===== src/rtl/pipeline_execute_stage_n_if.sv =====
// Handshake and operand bundle for the execute stage.
// The slave modport is the stage itself; the master modport is whoever
// drives decode-side operands and consumes the results.
interface pipeline_execute_stage_n_if #(
  parameter int WIDTH   = 16,
  parameter int CTRL_W  = 22,
  parameter int SHAMT_W = $clog2(WIDTH)
);
  logic               flush;
  logic               in_valid;
  logic               in_ready;
  logic [CTRL_W-1:0]  in_ctrl;
  logic [WIDTH-1:0]   in_rm;
  logic [WIDTH-1:0]   in_rn;
  logic [WIDTH-1:0]   in_rd;
  logic [WIDTH-1:0]   in_imm;
  logic [2:0]         in_aluop;
  logic [1:0]         in_shift_mode;
  logic [SHAMT_W-1:0] in_shamt;
  logic               in_asel;
  logic               in_bsel;
  logic               out_valid;
  logic               out_ready;
  logic [CTRL_W-1:0]  out_ctrl;
  logic [WIDTH-1:0]   out_rd;
  logic [WIDTH-1:0]   out_result;
  logic [3:0]         out_flags;
  logic               busy;

  modport slave (
    input  flush, in_valid, in_ctrl, in_rm, in_rn, in_rd, in_imm, in_aluop,
           in_shift_mode, in_shamt, in_asel, in_bsel, out_ready,
    output in_ready, out_valid, out_ctrl, out_rd, out_result, out_flags, busy
  );

  modport master (
    output flush, in_valid, in_ctrl, in_rm, in_rn, in_rd, in_imm, in_aluop,
           in_shift_mode, in_shamt, in_asel, in_bsel, out_ready,
    input  in_ready, out_valid, out_ctrl, out_rd, out_result, out_flags, busy
  );
endinterface


===== src/rtl/pipeline_execute_stage_n.sv =====
// Execute stage: registers decoded operands, shifts Rm, runs an 8-op ALU
// (multiply is an iterative shift-add), and presents result plus N/Z/C/V
// flags behind a valid/ready handshake on both sides.
module pipeline_execute_stage_n #(
  parameter int WIDTH   = 16,
  parameter int CTRL_W  = 22,
  parameter int SHAMT_W = $clog2(WIDTH)
) (
  input logic                       clk,
  input logic                       rst,
  pipeline_execute_stage_n_if.slave bus
);

  typedef enum logic [1:0] {
    ST_EMPTY = 2'd0,
    ST_FULL  = 2'd1,
    ST_MUL   = 2'd2
  } state_t;

  localparam logic [2:0] OP_ADD  = 3'b000;
  localparam logic [2:0] OP_SUB  = 3'b001;
  localparam logic [2:0] OP_AND  = 3'b010;
  localparam logic [2:0] OP_NOT  = 3'b011;
  localparam logic [2:0] OP_OR   = 3'b100;
  localparam logic [2:0] OP_XOR  = 3'b101;
  localparam logic [2:0] OP_MUL  = 3'b110;
  localparam logic [2:0] OP_PASS = 3'b111;

  state_t             state_r;
  logic [CTRL_W-1:0]  ctrl_r;
  logic [WIDTH-1:0]   rm_r;
  logic [WIDTH-1:0]   rn_r;
  logic [WIDTH-1:0]   rd_r;
  logic [WIDTH-1:0]   imm_r;
  logic [2:0]         aluop_r;
  logic [1:0]         mode_r;
  logic [SHAMT_W-1:0] shamt_r;
  logic               asel_r;
  logic               bsel_r;
  logic [WIDTH-1:0]   prod_r;
  logic [SHAMT_W-1:0] cnt_r;
  logic               mul_last_r;
  logic               out_valid_r;
  logic               busy_r;

  logic               in_ready_s;
  logic               capture_s;
  logic [WIDTH-1:0]   shifted_s;
  logic [WIDTH-1:0]   a_op_s;
  logic [WIDTH-1:0]   b_op_s;
  logic [WIDTH:0]     sum_s;
  logic [WIDTH:0]     diff_s;
  logic [WIDTH-1:0]   partial_s;
  logic [WIDTH-1:0]   alu_res_s;
  logic               c_s;
  logic               v_s;
  logic               n_s;
  logic               z_s;

  assign in_ready_s = (state_r == ST_EMPTY) || ((state_r == ST_FULL) && bus.out_ready);
  // A flush in the same cycle wins over any capture.
  assign capture_s  = bus.in_valid && in_ready_s && !bus.flush;

  // Barrel shifter on the registered Rm; shift amount 0 is a pass-through.
  always_comb begin
    shifted_s = rm_r;
    case (mode_r)
      2'b00:   shifted_s = rm_r;
      2'b01:   shifted_s = rm_r << shamt_r;
      2'b10:   shifted_s = rm_r >> shamt_r;
      2'b11:   shifted_s = WIDTH'($signed(rm_r) >>> shamt_r);
      default: shifted_s = rm_r;
    endcase
  end

  assign a_op_s    = bsel_r ? imm_r : rn_r;
  assign b_op_s    = asel_r ? {WIDTH{1'b0}} : shifted_s;
  assign sum_s     = {1'b0, a_op_s} + {1'b0, b_op_s};
  assign diff_s    = {1'b0, a_op_s} - {1'b0, b_op_s};
  // Multiply walks B from the MSB down, so the accumulator doubles each step.
  assign partial_s = b_op_s[cnt_r] ? a_op_s : {WIDTH{1'b0}};

  // ALU result and carry/overflow from the stage registers.
  always_comb begin
    alu_res_s = {WIDTH{1'b0}};
    c_s       = 1'b0;
    v_s       = 1'b0;
    case (aluop_r)
      OP_ADD: begin
        alu_res_s = sum_s[WIDTH-1:0];
        c_s       = sum_s[WIDTH];
        v_s       = (a_op_s[WIDTH-1] == b_op_s[WIDTH-1]) &&
                    (sum_s[WIDTH-1] != a_op_s[WIDTH-1]);
      end
      OP_SUB: begin
        alu_res_s = diff_s[WIDTH-1:0];
        c_s       = ~diff_s[WIDTH];
        v_s       = (a_op_s[WIDTH-1] != b_op_s[WIDTH-1]) &&
                    (diff_s[WIDTH-1] != a_op_s[WIDTH-1]);
      end
      OP_AND:  alu_res_s = a_op_s & b_op_s;
      OP_NOT:  alu_res_s = ~b_op_s;
      OP_OR:   alu_res_s = a_op_s | b_op_s;
      OP_XOR:  alu_res_s = a_op_s ^ b_op_s;
      OP_MUL:  alu_res_s = prod_r;
      OP_PASS: alu_res_s = b_op_s;
      default: alu_res_s = {WIDTH{1'b0}};
    endcase
  end

  assign n_s = alu_res_s[WIDTH-1];
  assign z_s = (alu_res_s == {WIDTH{1'b0}});

  // Result and flags are gated by out_valid so idle, reset and flushed
  // states present all-zero outputs.
  assign bus.out_result = out_valid_r ? alu_res_s : {WIDTH{1'b0}};
  assign bus.out_flags  = out_valid_r ? {n_s, z_s, c_s, v_s} : 4'b0000;
  assign bus.out_valid  = out_valid_r;
  assign bus.busy       = busy_r;
  assign bus.out_ctrl   = ctrl_r;
  assign bus.out_rd     = rd_r;
  assign bus.in_ready   = in_ready_s;

  // Stage FSM: capture, multiply iterations, retire, flush.
  always_ff @(posedge clk or posedge rst) begin
    if (rst) begin
      state_r     <= ST_EMPTY;
      ctrl_r      <= {CTRL_W{1'b0}};
      rm_r        <= {WIDTH{1'b0}};
      rn_r        <= {WIDTH{1'b0}};
      rd_r        <= {WIDTH{1'b0}};
      imm_r       <= {WIDTH{1'b0}};
      aluop_r     <= 3'b000;
      mode_r      <= 2'b00;
      shamt_r     <= {SHAMT_W{1'b0}};
      asel_r      <= 1'b0;
      bsel_r      <= 1'b0;
      prod_r      <= {WIDTH{1'b0}};
      cnt_r       <= {SHAMT_W{1'b0}};
      mul_last_r  <= 1'b0;
      out_valid_r <= 1'b0;
      busy_r      <= 1'b0;
    end else if (bus.flush) begin
      state_r     <= ST_EMPTY;
      ctrl_r      <= {CTRL_W{1'b0}};
      rm_r        <= {WIDTH{1'b0}};
      rn_r        <= {WIDTH{1'b0}};
      rd_r        <= {WIDTH{1'b0}};
      imm_r       <= {WIDTH{1'b0}};
      aluop_r     <= 3'b000;
      mode_r      <= 2'b00;
      shamt_r     <= {SHAMT_W{1'b0}};
      asel_r      <= 1'b0;
      bsel_r      <= 1'b0;
      prod_r      <= {WIDTH{1'b0}};
      cnt_r       <= {SHAMT_W{1'b0}};
      mul_last_r  <= 1'b0;
      out_valid_r <= 1'b0;
      busy_r      <= 1'b0;
    end else begin
      case (state_r)
        ST_EMPTY, ST_FULL: begin
          if (capture_s) begin
            ctrl_r     <= bus.in_ctrl;
            rm_r       <= bus.in_rm;
            rn_r       <= bus.in_rn;
            rd_r       <= bus.in_rd;
            imm_r      <= bus.in_imm;
            aluop_r    <= bus.in_aluop;
            mode_r     <= bus.in_shift_mode;
            shamt_r    <= bus.in_shamt;
            asel_r     <= bus.in_asel;
            bsel_r     <= bus.in_bsel;
            prod_r     <= {WIDTH{1'b0}};
            cnt_r      <= SHAMT_W'(WIDTH - 1);
            mul_last_r <= 1'b0;
            if (bus.in_aluop == OP_MUL) begin
              state_r     <= ST_MUL;
              out_valid_r <= 1'b0;
              busy_r      <= 1'b1;
            end else begin
              state_r     <= ST_FULL;
              out_valid_r <= 1'b1;
              busy_r      <= 1'b0;
            end
          end else if ((state_r == ST_FULL) && bus.out_ready) begin
            state_r     <= ST_EMPTY;
            out_valid_r <= 1'b0;
            busy_r      <= 1'b0;
          end else begin
            state_r <= state_r;
          end
        end
        ST_MUL: begin
          // The extra cycle after the last accumulate only publishes the
          // product, keeping the adder out of the handshake path.
          if (mul_last_r) begin
            state_r     <= ST_FULL;
            out_valid_r <= 1'b1;
            busy_r      <= 1'b0;
            mul_last_r  <= 1'b0;
          end else begin
            prod_r <= {prod_r[WIDTH-2:0], 1'b0} + partial_s;
            if (cnt_r == {SHAMT_W{1'b0}}) begin
              mul_last_r <= 1'b1;
            end else begin
              cnt_r <= cnt_r - SHAMT_W'(1);
            end
          end
        end
        default: begin
          state_r     <= ST_EMPTY;
          out_valid_r <= 1'b0;
          busy_r      <= 1'b0;
          cnt_r       <= {SHAMT_W{1'b0}};
          mul_last_r  <= 1'b0;
        end
      endcase
    end
  end

endmodule


===== src/flat_wrapper.sv =====
// flat-port wrapper written by rule: the top's interface ports become plain ports
module pipeline_execute_stage_n_flat 
#(
  parameter int WIDTH   = 16,
  parameter int CTRL_W  = 22,
  parameter int SHAMT_W = $clog2(WIDTH)
)
  (clk, rst, bus_flush, bus_in_valid, bus_in_ctrl, bus_in_rm, bus_in_rn, bus_in_rd, bus_in_imm, bus_in_aluop, bus_in_shift_mode, bus_in_shamt, bus_in_asel, bus_in_bsel, bus_out_ready, bus_in_ready, bus_out_valid, bus_out_ctrl, bus_out_rd, bus_out_result, bus_out_flags, bus_busy);
  pipeline_execute_stage_n_if #(.WIDTH(WIDTH), .CTRL_W(CTRL_W), .SHAMT_W(SHAMT_W)) bus_i ();
  input logic clk;
  input logic rst;
  input wire logic [$bits(bus_i.flush)-1:0] bus_flush;
  input wire logic [$bits(bus_i.in_valid)-1:0] bus_in_valid;
  input wire logic [$bits(bus_i.in_ctrl)-1:0] bus_in_ctrl;
  input wire logic [$bits(bus_i.in_rm)-1:0] bus_in_rm;
  input wire logic [$bits(bus_i.in_rn)-1:0] bus_in_rn;
  input wire logic [$bits(bus_i.in_rd)-1:0] bus_in_rd;
  input wire logic [$bits(bus_i.in_imm)-1:0] bus_in_imm;
  input wire logic [$bits(bus_i.in_aluop)-1:0] bus_in_aluop;
  input wire logic [$bits(bus_i.in_shift_mode)-1:0] bus_in_shift_mode;
  input wire logic [$bits(bus_i.in_shamt)-1:0] bus_in_shamt;
  input wire logic [$bits(bus_i.in_asel)-1:0] bus_in_asel;
  input wire logic [$bits(bus_i.in_bsel)-1:0] bus_in_bsel;
  input wire logic [$bits(bus_i.out_ready)-1:0] bus_out_ready;
  output wire logic [$bits(bus_i.in_ready)-1:0] bus_in_ready;
  output wire logic [$bits(bus_i.out_valid)-1:0] bus_out_valid;
  output wire logic [$bits(bus_i.out_ctrl)-1:0] bus_out_ctrl;
  output wire logic [$bits(bus_i.out_rd)-1:0] bus_out_rd;
  output wire logic [$bits(bus_i.out_result)-1:0] bus_out_result;
  output wire logic [$bits(bus_i.out_flags)-1:0] bus_out_flags;
  output wire logic [$bits(bus_i.busy)-1:0] bus_busy;
  assign bus_i.flush = bus_flush;
  assign bus_i.in_valid = bus_in_valid;
  assign bus_i.in_ctrl = bus_in_ctrl;
  assign bus_i.in_rm = bus_in_rm;
  assign bus_i.in_rn = bus_in_rn;
  assign bus_i.in_rd = bus_in_rd;
  assign bus_i.in_imm = bus_in_imm;
  assign bus_i.in_aluop = bus_in_aluop;
  assign bus_i.in_shift_mode = bus_in_shift_mode;
  assign bus_i.in_shamt = bus_in_shamt;
  assign bus_i.in_asel = bus_in_asel;
  assign bus_i.in_bsel = bus_in_bsel;
  assign bus_i.out_ready = bus_out_ready;
  assign bus_in_ready = bus_i.in_ready;
  assign bus_out_valid = bus_i.out_valid;
  assign bus_out_ctrl = bus_i.out_ctrl;
  assign bus_out_rd = bus_i.out_rd;
  assign bus_out_result = bus_i.out_result;
  assign bus_out_flags = bus_i.out_flags;
  assign bus_busy = bus_i.busy;
  pipeline_execute_stage_n #(.WIDTH(WIDTH), .CTRL_W(CTRL_W), .SHAMT_W(SHAMT_W)) u_core (.clk(clk), .rst(rst), .bus(bus_i));
endmodule

===== config.mk =====
export PLATFORM = sky130hd
export DESIGN_NAME = pipeline_execute_stage_n_flat
export DESIGN_NICKNAME = d
export VERILOG_FILES = /design/src/rtl/pipeline_execute_stage_n_if.sv /design/src/rtl/pipeline_execute_stage_n.sv /design/src/flat_wrapper.sv
export SDC_FILE = /design/constraint.sdc
export NUM_CORES = 1
export LEC_CHECK = 0
export BUFFER_PORTS_ARGS = -buffer_cell sky130_fd_sc_hd__buf_2
export CAP_MARGIN = 0
export CORE_MARGIN = 3
export CORE_UTILIZATION = 35
export DETAILED_ROUTE_END_ITERATION = 7
export HOLD_SLACK_MARGIN = 0.02
export PLACE_DENSITY = 0.57
export SLEW_MARGIN = 5
export SYNTH_ARGS = -nofsm -noshare
export SYNTH_HDL_FRONTEND = slang
export SYNTH_SLANG_ARGS = --single-unit

===== constraint.sdc =====
create_clock -name clk -period 8.9 [get_ports clk]
set_input_delay 2.67 -clock clk [delete_from_list [all_inputs] [get_ports clk]]
set_output_delay 2.67 -clock clk [all_outputs]
set_load 0.01 [all_outputs]

# --- After elaboration in Yosys (flattened, before gate mapping) ---
# Index checks and enable logic that the tools add are counted.
word_totals:
  ff_bits: 122
  input_bits: 102
  out_inout_bits: 61
  word_cells: 143
op_classes:
  addsub: 4
  order_cmp: 1
  n_eq_ne: 22
  n_shift: 3
  mux: 72
  bitwise: 5
  n_reduce_logical: 20
ops:
  columns: ["op", "n"]
  rows:
  - ["16-bit 2-to-1 mux", 19]
  - ["16-bit case mux with 8 select lines", 1]
  - ["22-bit 2-to-1 mux", 3]
  - ["16-bit case mux with 4 select lines", 1]
  - ["4-bit 2-to-1 mux", 8]
  - ["16-bit case mux with 2 select lines", 1]
  - ["1-bit 2-to-1 mux", 20]
  - ["16-bit by 16-bit adder with 17-bit output", 1]
  - ["16-bit by 16-bit subtractor with 17-bit output", 1]
  - ["16-bit adder", 1]
  - ["16-bit bitwise AND", 1]
  - ["16-bit logical NOT", 1]
  - ["2-bit 2-to-1 mux", 8]
  - ["16-bit inverter", 1]
  - ["16-bit bitwise OR", 1]
  - ["16-bit by 4-bit left shift with 16-bit output", 1]
  - ["16-bit by 4-bit >> shifter with 16-bit output", 1]
  - ["16-bit by 4-bit >>> shifter with 16-bit output", 1]
  - ["16-bit XOR", 1]
  - ["3-bit == test (second input constant)", 5]
  - ["1-bit case mux with 2 select lines", 5]
  - ["3-bit 2-to-1 mux", 3]
  - ["4-bit case mux with 2 select lines", 1]
  - ["2-bit == test (second input constant)", 3]
  - ["24 further kinds", 38]

# --- Depth between registers and ports, before layout ---
# Gate-level depths: netlist of the first run.
depth:
  ltp_word: 10
  mapped_depth: 27
  ltp_nobuf: 21

# --- Worst setup path after synthesis of the first run ---
# OpenSTA, ideal clock, no wires.
synth_path:
  path_type: "register to output"
  from: "register u_core.shamt_r[1]"
  to: "output bus_out_result[15]"
  t_arrival_ps: 4565
  required_ps: 6230
  path_slack_ps: 1665
  stages_incl_launch_ff: 22
  n_path_buf: 5
  cell_sequence: "dfrtp_1 buf_6 buf_6 buf_4 buf_2 o41ai_1 a21oi_1 a311oi_1 nor2b_1 inv_1 ha_1 o21bai_1 a221o_1 o211ai_1 a2111oi_0 or3_1 a31oi_1 xor2_1 a21oi_1 a21o_1 nor2_1 buf_4"
synth_via:
  elab_chain_cells: 6
  word_cells_on_any_way: 13
  cone_classes: "add/sub (2); shift (3); mux (4); bitwise (4)"
synth_lines:
  columns: ["item", "line_no", "text"]
  rows:
  - ["start, declared", "pipeline_execute_stage_n.sv:37", "logic [SHAMT_W-1:0] shamt_r;"]
  - ["start signal, assigned", "pipeline_execute_stage_n.sv:135", "shamt_r <= {SHAMT_W{1'b0}};"]
  - ["start signal, assigned", "pipeline_execute_stage_n.sv:152", "shamt_r <= {SHAMT_W{1'b0}};"]
  - ["start signal, assigned", "pipeline_execute_stage_n.sv:171", "shamt_r <= bus.in_shamt;"]
  - ["16-bit by 4-bit >>> shifter with 16-bit output (tied with other cells)", "pipeline_execute_stage_n.sv:71", "2'b11: shifted_s = WIDTH'($signed(rm_r) >>> shamt_r);"]
  - ["16-bit case mux with 4 select lines *", "pipeline_execute_stage_n.sv:67", "case (mode_r)"]
  - ["16-bit 2-to-1 mux *", "pipeline_execute_stage_n.sv:77", "assign b_op_s = asel_r ? {WIDTH{1'b0}} : shifted_s;"]
  - ["16-bit by 16-bit subtractor with 17-bit output (tied with other cells)", "pipeline_execute_stage_n.sv:79", "assign diff_s = {1'b0, a_op_s} - {1'b0, b_op_s};"]
  - ["16-bit case mux with 8 select lines *", "pipeline_execute_stage_n.sv:88", "case (aluop_r)"]
  - ["16-bit 2-to-1 mux *", "pipeline_execute_stage_n.sv:116", "assign bus.out_result = out_valid_r ? alu_res_s : {WIDTH{1'b0}};"]
  - ["end, declared", "flat_wrapper.sv:29", "output wire logic [$bits(bus_i.out_result)-1:0] bus_out_result;"]
# Mark *: on every way between the ends. The rest lies on a longest branch, timed or not.

# --- Worst setup path after layout of the first run ---
layout_path:
  from: "register u_core.shamt_r[1]"
  to: "output bus_out_flags[2]"
layout_via:
  elab_chain_cells: 7
  word_cells_on_any_way: 14
  cone_classes: "add/sub (2); shift (3); mux (4); bitwise (4); reduce/logical (1)"
layout_lines:
  columns: ["item", "line_no", "text"]
  rows:
  - ["16-bit by 4-bit >>> shifter with 16-bit output (tied with other cells)", "pipeline_execute_stage_n.sv:71", null]
  - ["16-bit case mux with 4 select lines *", "pipeline_execute_stage_n.sv:67", null]
  - ["16-bit 2-to-1 mux *", "pipeline_execute_stage_n.sv:77", null]
  - ["16-bit by 16-bit subtractor with 17-bit output (tied with other cells)", "pipeline_execute_stage_n.sv:79", null]
  - ["16-bit case mux with 8 select lines *", "pipeline_execute_stage_n.sv:88", null]
  - ["16-bit logical NOT *", "pipeline_execute_stage_n.sv:112", "assign z_s = (alu_res_s == {WIDTH{1'b0}});"]
  - ["4-bit 2-to-1 mux *", "pipeline_execute_stage_n.sv:117", "assign bus.out_flags = out_valid_r ? {n_s, z_s, c_s, v_s} : 4'b0000;"]
  - ["end, declared", "flat_wrapper.sv:30", "output wire logic [$bits(bus_i.out_flags)-1:0] bus_out_flags;"]
# Marked as above.

==> impl_metrics.toml, run 1 <==
[status]
status = "completed"

[logic_synthesis]
synth_flop_cell = "dfrtp_1"
synthArstFlopShare_pct = 100
ys_types = 85
synth-edff-count = 0
syn_area_um2 = 10900
syn_inst = 1376
seq_area_frac_synth_pct = 27.8
syn-num-nets = 1545
synth_seq_cells = 121
postSynthAreaPerCell_um2 = 7.91
yosys_warnings = 0

[worst_setup_path]
cp-end-kind = "primary output"
crit_arrival_ps = 5850
crit_chain = "buf_12 -> mux4_2 -> mux2_2 -> a22oi_1 -> a21oi_1 -> ha_1 -> fa_1 -> or2_2 -> a221oi_1 -> o21ai_0 -> a21oi_1 -> o21ai_0 -> a21oi_1 -> nor3_1 -> nor4_1 -> and4_1 -> and4b_1 -> buf_2"
path_class = "flip-flop to primary output"
required_ps = 6230
rr_endpoint = "u_core.prod_r[15]"
cp_common_cell = "a21oi_1"
cpPeakStageDelay_ps = 550
r2r_start = "u_core.shamt_r[1]"
worstSetupStartpointType = "flip-flop"
slowest_stage = "dfrtp_2"
r2r_slack_ps = 2660
reg2regPathDepth = 20
worstPathMaxFanout = 46

[global_routing]
grt_pass1_vias = 10100
grt_antenna_before_repair = 2
grt_pass1_wl_mm = 57.6
grt_max_degree = 102
track_usage_pct = 21.6
overflow = 0

[clock_network]
cts_buffers = 17
clock_sinks = 121
clock_path_buffers = 2
cts.clk_slew.worst_paths_ps = 50
cts-root-buf = "clkbuf_16"
clock_latency_ps = 420
ctsHoldBuffers = 0
htree_levels = 4
cts_tree = "yes"

[floorplan]
die_h_um = 182
die_w_um = 182
ios = 163
core-area_um2 = 30100
rows = 63
start_util_pct = 36.2
dieArea_um2 = 33300

[hold_path]
min_from = "u_core.bus.out_ctrl[18]"
min_path_type = "flip-flop to flip-flop"
holdPathStages = 2
holdPathEnd = "u_core.bus.out_ctrl[18]"

[routing]
num_vias = 10600
wl_met2_mm = 16.1
avgViaCountPerCell = 5.67
firstDrtPassIters = 5
dr.first_iter.drc_count = 1016
met3_length_mm = 2.66
wirelength_met1_mm = 16.8
routed_wl_mm = 36.6
routed.top_layer = "met5"
wl_per_cell_um = 19.6
drc = 0
ant_nets = 0

[sta]
fin_crit_ps = 8520
setup_viol = 0
finalWorstSetupSlack_ps = 380
worstMarginPinSlew_ps = 1200
rsz0062_at_grt = "no"
hold_viol = 0
tns_ps = 0
slew_headroom_pct = 19.9
finClkSkew_ps = 15.2
fmax_ghz = 0.117
period_share_pct = 95.7
timing.hold.ws_ps = 517
report.final.slew_viol_count = 0

[finish]
layout_commonest_cell = "nand2_1"
final_core_util_pct = 41.5
area_growth_pct = 14.8
drive_gt1_share_pct = 18.3
fillers = 3086
mostFrequentLayoutCells = "268 x nand2_1, 161 x buf_2, 152 x a21oi_1, 118 x dfrtp_1, 88 x nor2_1"
fin_area_um2 = 12500
fin_nets = 1633

[place]
dp.final_hpwl_mm = 26.6
place_area_um2 = 11900
place_congestion = 0.953
portBuffers = 162
pre_cts_ws_ps = 817

[run]
cap_violations = 0

[power_and_ir_drop]
power.density_nw_per_um2 = 157
vdd_drop_max_uv = 134
power_leakage_nw = 5.66
==> cell usage after synthesis (11+ instances only) <==
cell,n,share of area (%)
a211oi_1,14,0.97
o211ai_1,11,0.76
a21oi_1,152,7.0
dfrtp_1,121,28
nand2b_1,13,0.75
mux4_2,25,5.2
xor2_1,11,0.88
nand2_1,269,9.3
a221oi_1,14,1.1
inv_1,67,2.3
xnor2_1,26,2.1
nor3_1,37,1.7
clkbuf_1,85,2.9
and3_1,11,0.63
o21ai_0,57,2.6
nor2_1,88,3.0
nor2b_1,13,0.75
nand3_1,18,0.83
mux2i_1,60,5.5
ha_1,64,7.4
==> sequential cells by signal, indices dropped and copies added (netlist names), 2 cells and up <==
register	count
u_core.cnt_r	4
u_core.shamt_r	4
u_core.rm_r	16
u_core.aluop_r	3
u_core.mode_r	2
u_core.bus.out_rd	16
u_core.prod_r	16
u_core.bus.out_ctrl	22
u_core.imm_r	16
u_core.rn_r	16
==> critical path: cells and delay by family, from the launching register on <==
family                     cells  cell delay, ps
AOI/OAI and AO/OA              7            1560
adders and majority gates      2             780
buffers and inverters          2             430
DFF                            1             550
muxes                          2             870
and+or+nand+nor                5            1220
==> power by group <==
group	switching, W	internal [W]
clock network	0.000253	0.000453
logic	0.000382	0.000244
registers	0.0000466	0.000580
total	0.000681	0.00128
==> worst max path at each step <==
stage	start	to	slack [ps]	depth (start not counted)
floorplan	u_core.shamt_r[1]	bus_out_result[15]	1660	21
detailed placement	u_core.shamt_r[0]	bus_out_flags[2]	820	17
global placement	u_core.shamt_r[1]	bus_out_flags[2]	920	18
finish	u_core.shamt_r[1]	bus_out_flags[2]	380	18
CTS	u_core.shamt_r[0]	bus_out_flags[2]	360	17
global route	u_core.shamt_r[1]	bus_out_flags[2]	40	18
==> cell families after synthesis <==
logic type	after synthesis	share of synthesized area (%)
compound gates	364	21.5
xor+xnor	37	2.98
fa+ha+maj	67	7.91
buf+inv	186	7.10
flops	121	27.8
mux	93	11.8
simple gates	508	20.9
==> final cells by class <==
cell class	count	area, µm²	share of cell area, %
clock inverter	12	149	1.19
timing repair buffer	185	998	7.99
tap	390	488	3.90
antenna	1	2.50	0.0200
sequential	121	3030	24.3
inverter	70	265	2.12
clock buffer	20	457	3.65
multi-input combinational	1069	7100	56.8
==> repair_timing <==
item / 4_1_cts / 5_1_grt
setup endpoints to repair: 0 / 1
resized for setup: 0 / 2
buffers inserted: 0 / 0
==> stage by stage <==
stage | instances | total power, W
after floorplan | 1376 | 0.00107
after global placement | 1835 | 0.00125
after detailed placement | 1835 | 0.00125
after CTS | 1867 | 0.00196
after global routing | 1868 | 0.00207
final | 1868 | 0.00196
==> metal layers <==
| layer | GRT usage (%) | up-vias |
|---|---|---|
| met5 | 0 | - |
| li1 | - | 5052 |
| met2 | 32.5 | 456 |
| met4 | 7.25 | 2 |
| met3 | 4.11 | 62 |
| met1 | 31.1 | 5022 |
Note: power is estimated with default switching activity, not from simulation.
==> inputs of run 2 (changes only) <==
--- a/config.mk
+++ b/config.mk
@@ -9,6 +9,7 @@
 export CAP_MARGIN = 0
 export CORE_MARGIN = 3
 export CORE_UTILIZATION = 35
+export CTS_BUF_LIST = sky130_fd_sc_hd__clkbuf_2
 export DETAILED_ROUTE_END_ITERATION = 7
 export HOLD_SLACK_MARGIN = 0.02
 export PLACE_DENSITY = 0.57
==> run 2 against run 1 <==
  * Clock power shrank 47%
  * Routed wire length grew 0.46%
  * Largest power group is now combinational cells
  * Critical endpoint unchanged
  * Die area is the same
  * Largest cell class unchanged
  * Combinational power grew 2%
  * Utilization shrank 0.69 points
  * Critical path type unchanged
  * Design area shrank 1.7%
  * Clock skew grew 13 ps
==> impl_metrics.toml, run 2 (synthesis results as in run 1) <==
[floorplan]
ios = 163
die_w_um = 182
start_util_pct = 36.2
core-area_um2 = 30100
dieArea_um2 = 33300
die_h_um = 182
rows = 63

[routing]
num_vias = 10700
avgViaCountPerCell = 5.70
routed_wl_mm = 36.7
ant_nets = 0
dr.first_iter.drc_count = 1110
wl_per_cell_um = 19.6
drc = 0
firstDrtPassIters = 5

[clock_network]
cts_tree = "yes"
cts.clk_slew.worst_paths_ps = 170
clock_sinks = 121
ctsHoldBuffers = 0
clock_path_buffers = 2
cts-root-buf = "clkbuf_2"
cts_buffers = 17
htree_levels = 4
clock_latency_ps = 690

[sta]
fmax_ghz = 0.118
fin_crit_ps = 8510
hold_viol = 0
finClkSkew_ps = 28.3
period_share_pct = 95.6
rsz0062_at_grt = "no"
worstMarginPinSlew_ps = 1210
tns_ps = 0
timing.hold.ws_ps = 529
slew_headroom_pct = 19.4
report.final.slew_viol_count = 0
setup_viol = 0

[worst_setup_path]
worstSetupStartpointType = "flip-flop"
cp_common_cell = "nor3_1"
crit_arrival_ps = 5840
worstPathMaxFanout = 11
path_class = "flip-flop to primary output"
crit_family = "compound AO/OA/AOI/OAI gates"
required_ps = 6230
cp-end-kind = "primary output"
cpPeakStageDelay_ps = 560
crit_chain = "buf_4 -> buf_4 -> nor3b_1 -> mux2_2 -> nand2_1 -> o211a_1 -> nor3_1 -> ha_2 -> nor3_1 -> a221o_1 -> o211ai_1 -> a2111oi_1 -> nor3_1 -> a21o_1 -> a32oi_1 -> a21boi_0 -> and4_1 -> and4b_1 -> buf_2"
cp_num_buf_inv = 3
slowest_stage = "dfrtp_4"

[power_and_ir_drop]
power.density_nw_per_um2 = 133
vdd_drop_max_uv = 186
power_leakage_nw = 5.58

[run]
cap_violations = 0

[finish]
mostFrequentLayoutCells = "268 x nand2_1, 162 x buf_2, 152 x a21oi_1, 115 x dfrtp_1, 86 x nor2_1"
multi_input_area_um2 = 7150
fin_nets = 1643
regArea_um2 = 3040
final_cells = 1878
fillers = 3124
layout_commonest_cell = "nand2_1"
drive_gt1_share_pct = 19.7
area_growth_pct = 12.9
largest_reg_flops = 22
final_core_util_pct = 40.8

[place]
placed_cells = 1835
place_congestion = 0.953
portBuffers = 162
dp.final_hpwl_mm = 26.6

[global_routing]
track_usage_pct = 21.5
grt_antenna_before_repair = 2
grt_pass1_vias = 10000
grt_max_degree = 102
grt_pass1_wl_mm = 57.4
overflow = 0

[hold_path]
min_path_type = "flip-flop to flip-flop"

[status]
status = "completed"
==> run 2: cell types whose count changed in the layout (fill, tap and decap cells not counted), sizes merged <==
cell and delta:
clkinv +1, clkbuf -1, buf +9, clkinvlp +1
==> run 2: worst min-delay path, stage by stage (launching register included) <==
cell     delay (ps)
dfrtp_1         400
nand2_1          50
a21oi_1          60
==> run 2: what timing repair did <==
action,in CTS,in global routing
endpoints found under the hold margin,0,0
endpoints found under the setup margin,1,5
cloned,0,1
resized for setup,1,17
buffers inserted,0,9
==> run 2: final cells by class <==
class / instances / share of cell area, %
multi-input combinational: 1069 / 58.2
clock buffer: 18 / 0.733
tap: 390 / 3.97
timing repair buffer: 195 / 8.89
inverter: 70 / 2.19
sequential: 121 / 24.7
antenna: 1 / 0.0204
clock inverter: 14 / 1.27
==> run 2: path summary, 6_finish.rpt <==
path | endpoint | cells after the start | start | slack (ps)
max | bus_out_flags[2] | 19 | u_core.shamt_r[0] | 390
min | u_core.bus.out_ctrl[18] | 2 | u_core.bus.out_ctrl[18] | 530
max reg2reg | u_core.prod_r[15] | 20 | u_core.shamt_r[2] | 2690
min reg2reg | u_core.bus.out_ctrl[18] | 2 | u_core.bus.out_ctrl[18] | 530
max in group asynchronous | u_core.shamt_r[0] | 3 | rst | 5380
min in group asynchronous | u_core.bus.out_ctrl[12] | 2 | rst | 2030
==> run 2: metrics by stage <==
step           power, W  setup WS [ps]  instance area [µm²]
4_1_cts         0.00163           10.7                12100
6_report        0.00164            395                12300
2_1_floorplan   0.00107           1660                10900
5_1_grt         0.00174           22.0                12300
3_3_place_gp    0.00125            921                11900
3_5_place_dp    0.00125            817                11900
==> run 2: power breakdown <==
part	leakage [nW]	total [W]	internal, W	switching, W
combinational	3.82	0.000641	0.000251	0.000390
clock	0.141	0.000373	0.000154	0.000219
sequential	1.62	0.000623	0.000579	0.0000441
==> run 2: layer usage <==
layer  GRT usage (%)  up-vias  routed length, µm
li1                -     5070                  -
met5               0        -                  7
met4            7.04        2               1010
met2            32.5      508              16200
met1            31.0     5067              16700
met3            4.19       65               2870
==> inputs of run 3 (changes only) <==
--- a/config.mk
+++ b/config.mk
@@ -5,6 +5,7 @@
 export SDC_FILE = /design/constraint.sdc
 export NUM_CORES = 1
 export LEC_CHECK = 0
+export ABC_AREA = 1
 export BUFFER_PORTS_ARGS = -buffer_cell sky130_fd_sc_hd__buf_2
 export CAP_MARGIN = 0
 export CORE_MARGIN = 3
@@ -12,7 +13,7 @@
 export CTS_BUF_LIST = sky130_fd_sc_hd__clkbuf_2
 export DETAILED_ROUTE_END_ITERATION = 7
 export HOLD_SLACK_MARGIN = 0.02
-export PLACE_DENSITY = 0.57
+export PLACE_DENSITY = 0.58
 export SLEW_MARGIN = 5
 export SYNTH_ARGS = -nofsm -noshare
 export SYNTH_HDL_FRONTEND = slang
==> run 3 against run 2 <==
  * Via count grew 4.6%
  * Non-clock buffer count shrank 21
  * Design area shrank 5.2%
  * Register-to-register slack gained 1500 ps
  * Critical path depth grew 8
  * First-iteration DRC count shrank 5.9%
  * Critical path type unchanged
  * Highest routed layer unchanged
==> impl_metrics.toml, run 3 <==
[status]
status = "completed"

[sta]
finalWorstSetupSlack_ps = 961
timing.hold.ws_ps = 495
setup_viol = 0
rsz0062_at_grt = "no"
tns_ps = 0
period_share_pct = 89.2
worstMarginPinSlew_ps = 1200
slew_headroom_pct = 20.0
fin_crit_ps = 7940
report.final.slew_viol_count = 0
hold_viol = 0
finClkSkew_ps = 44.5
fmax_ghz = 0.126

[global_routing]
grt_antenna_before_repair = 3
overflow = 0
grt_max_degree = 82
grt_pass1_vias = 10900
track_usage_pct = 23.1
grt_pass1_wl_mm = 58.7

[logic_synthesis]
ys_types = 56
syn-num-nets = 1762
syn_area_um2 = 10400
synth_top_area_share_pct = 29.2
seq_area_frac_synth_pct = 29.2
synth.largest_area_cell = "dfrtp_1"
postSynthAreaPerCell_um2 = 6.51
synth-edff-count = 0
synth_top_cells_by_count = "462 x nand2_1, 232 x nand3_1, 152 x inv_1"
synth_most_common_cell = "nand2_1"
synthArstFlopShare_pct = 100
yosys_warnings = 0
synth_flop_cell = "dfrtp_1"
synth_seq_cells = 121
syn_inst = 1593
synth_area_leaders = "dfrtp_1 29%, nand2_1 17%, nand3_1 11%"

[clock_network]
clock_path_buffers = 2
clock_latency_ps = 670
clock_sinks = 121
post_cts_buffers = 0
cts.clk_slew.worst_paths_ps = 220
cts_buffers = 17
htree_levels = 4
cts-root-buf = "clkbuf_2"
ctsHoldBuffers = 0
cts_tree = "yes"

[power_and_ir_drop]
p_sw_share_pct = 43.7
power.density_nw_per_um2 = 139
power_leakage_nw = 6.16
p_switching_w = 0.000706
vdd_drop_max_uv = 83.5
p_int_w = 0.000910
comb_power_share_pct = 40.4
pwr-share-seq_pct = 38.5
pwr-share-clk_pct = 21.1

[hold_path]
holdPathEnd = "u_core.bus.busy"
holdPathStages = 2
min_path_type = "flip-flop to flip-flop"
min_from = "u_core.bus.busy"

[floorplan]
die_h_um = 178
start_util_pct = 35.8
core-area_um2 = 28900
rows = 62
dieArea_um2 = 31700
die_w_um = 178
ios = 163

[worst_setup_path]
cpPeakStageDelay_ps = 690
crit_family = "simple AND/OR/NAND/NOR gates"
cp_common_cell = "nand2_1"
critical_path.startpoint = "u_core.shamt_r[0]"
path_class = "flip-flop to primary output"
reg2regPathDepth = 26
r2r_start = "u_core.mode_r[1]"
worstSetupStartpointType = "flip-flop"
r2r_slack_ps = 4150
worstPathMaxFanout = 18
cp_num_buf_inv = 4
rr_endpoint = "u_core.prod_r[15]"
slowest_stage = "dfrtp_2"
crit_arrival_ps = 5270
required_ps = 6230
cp-end-kind = "primary output"

[routing]
ant_nets = 0
dr.first_iter.drc_count = 1044
routed_wl_mm = 36.3
drc = 0
firstDrtPassIters = 7
avgViaCountPerCell = 5.30
wl_per_cell_um = 17.1
num_vias = 11200

[finish]
layout_commonest_cell = "nand2_1"
mostFrequentLayoutCells = "461 x nand2_1, 232 x nand3_1, 162 x buf_2, 151 x inv_1, 120 x dfrtp_1"
drive_gt1_share_pct = 16.6
fin_area_um2 = 11600
fillers = 3106
area_growth_pct = 12.4
fin_nets = 1886
largest_reg_flops = 22

[place]
place_area_um2 = 11400
pre_cts_ws_ps = 1420
portBuffers = 162
place_congestion = 0.949
dp.final_hpwl_mm = 28.0

[run]
cap_violations = 0
run 3: stage by stage:
| stage | utilization (%) | power (W) | std cells |
|---|---|---|---|
| 2_1_floorplan | - | 0.00108 | 1593 |
| 3_3_place_gp | 39.5 | 0.00127 | 2082 |
| 3_5_place_dp | 39.5 | 0.00128 | 2082 |
| 4_1_cts | 40.2 | 0.00162 | 2113 |
| 5_1_grt | 40.3 | 0.00174 | 2115 |
| 6_report | 40.3 | 0.00162 | 2115 |
run 3: worst max path at each step:
stage                       endpoint  slack (ps)  cells past startpoint
floorplan           bus_out_flags[2]        2880                     27
global placement    bus_out_flags[2]        1460                     27
detailed placement  bus_out_flags[2]        1420                     27
CTS                 bus_out_flags[2]         590                     27
global route        bus_out_flags[2]         150                     27
finish              bus_out_flags[2]         960                     27
run 3: cell families after synthesis:
logic type | Yosys count | synth area share [%]
flops | 121 | 29.2
fa+ha+maj | 67 | 8.30
compound gates | 257 | 14.1
xor+xnor | 8 | 0.676
buf+inv | 249 | 9.91
simple gates | 891 | 37.8
run 3: power by group through the flow:
stage | Sequential [W] | Clock, W | Combinational (W)
3_3_place_gp | 0.000631 | 0 | 0.000641
6_report | 0.000622 | 0.000341 | 0.000652
2_1_floorplan | 0.000618 | 0 | 0.000462
5_1_grt | 0.000628 | 0.000381 | 0.000732
3_5_place_dp | 0.000631 | 0 | 0.000644
4_1_cts | 0.000621 | 0.000355 | 0.000646
run 3: repair_timing:
| item | CTS | global route |
|---|---|---|
| setup endpoints to repair | 0 | 1 |
| endpoints found under the hold margin | 0 | 0 |
| gates resized for setup | 0 | 1 |
run 3: cell type report:
| class | count | area, µm² | share of cell area, % |
|---|---|---|---|
| flip-flops and latches | 121 | 3030 | 26.0 |
| repair buffers | 174 | 901 | 7.73 |
| clock inverters | 13 | 130 | 1.12 |
| diodes | 2 | 5.00 | 0.0430 |
| multi-input cells | 1223 | 6330 | 54.3 |
| clock buffers | 18 | 90.1 | 0.773 |
| well taps | 384 | 480 | 4.12 |
| inverters | 180 | 686 | 5.89 |
run 3: routing by layer:
layer | up-vias | part of all wire (%) | wire length [µm] | global-route usage [%]
met2 | 422 | 43 | 15600 | 34.6
met4 | 2 | 3.0 | 1090 | 7.69
met5 | - | 0.036 | 13 | 0
met3 | 57 | 7.5 | 2720 | 3.96
met1 | 5238 | 47 | 16900 | 33.7
li1 | 5487 | - | - | -
run 3: worst register-to-register path, cell delays in order (launching register included):
cell and delay [ps]:
dfrtp_1 660, nor2_2 680, nor2_1 260, inv_2 130, a21oi_1 50, nand3_1 110
nand2_2 90, inv_2 90, nand2_1 50, nand3_1 90, nand3_1 70, nand3_1 140
nand2_2 220, nor2_1 160, ha_1 210, fa_1 220, a21oi_1 80, o21ai_0 470
nand3_1 180, o2111ai_1 160, nand2_1 110, a21oi_1 160, nor2_1 70, inv_1 50
nand2_1 40, nand3_1 60, nand2_1 50
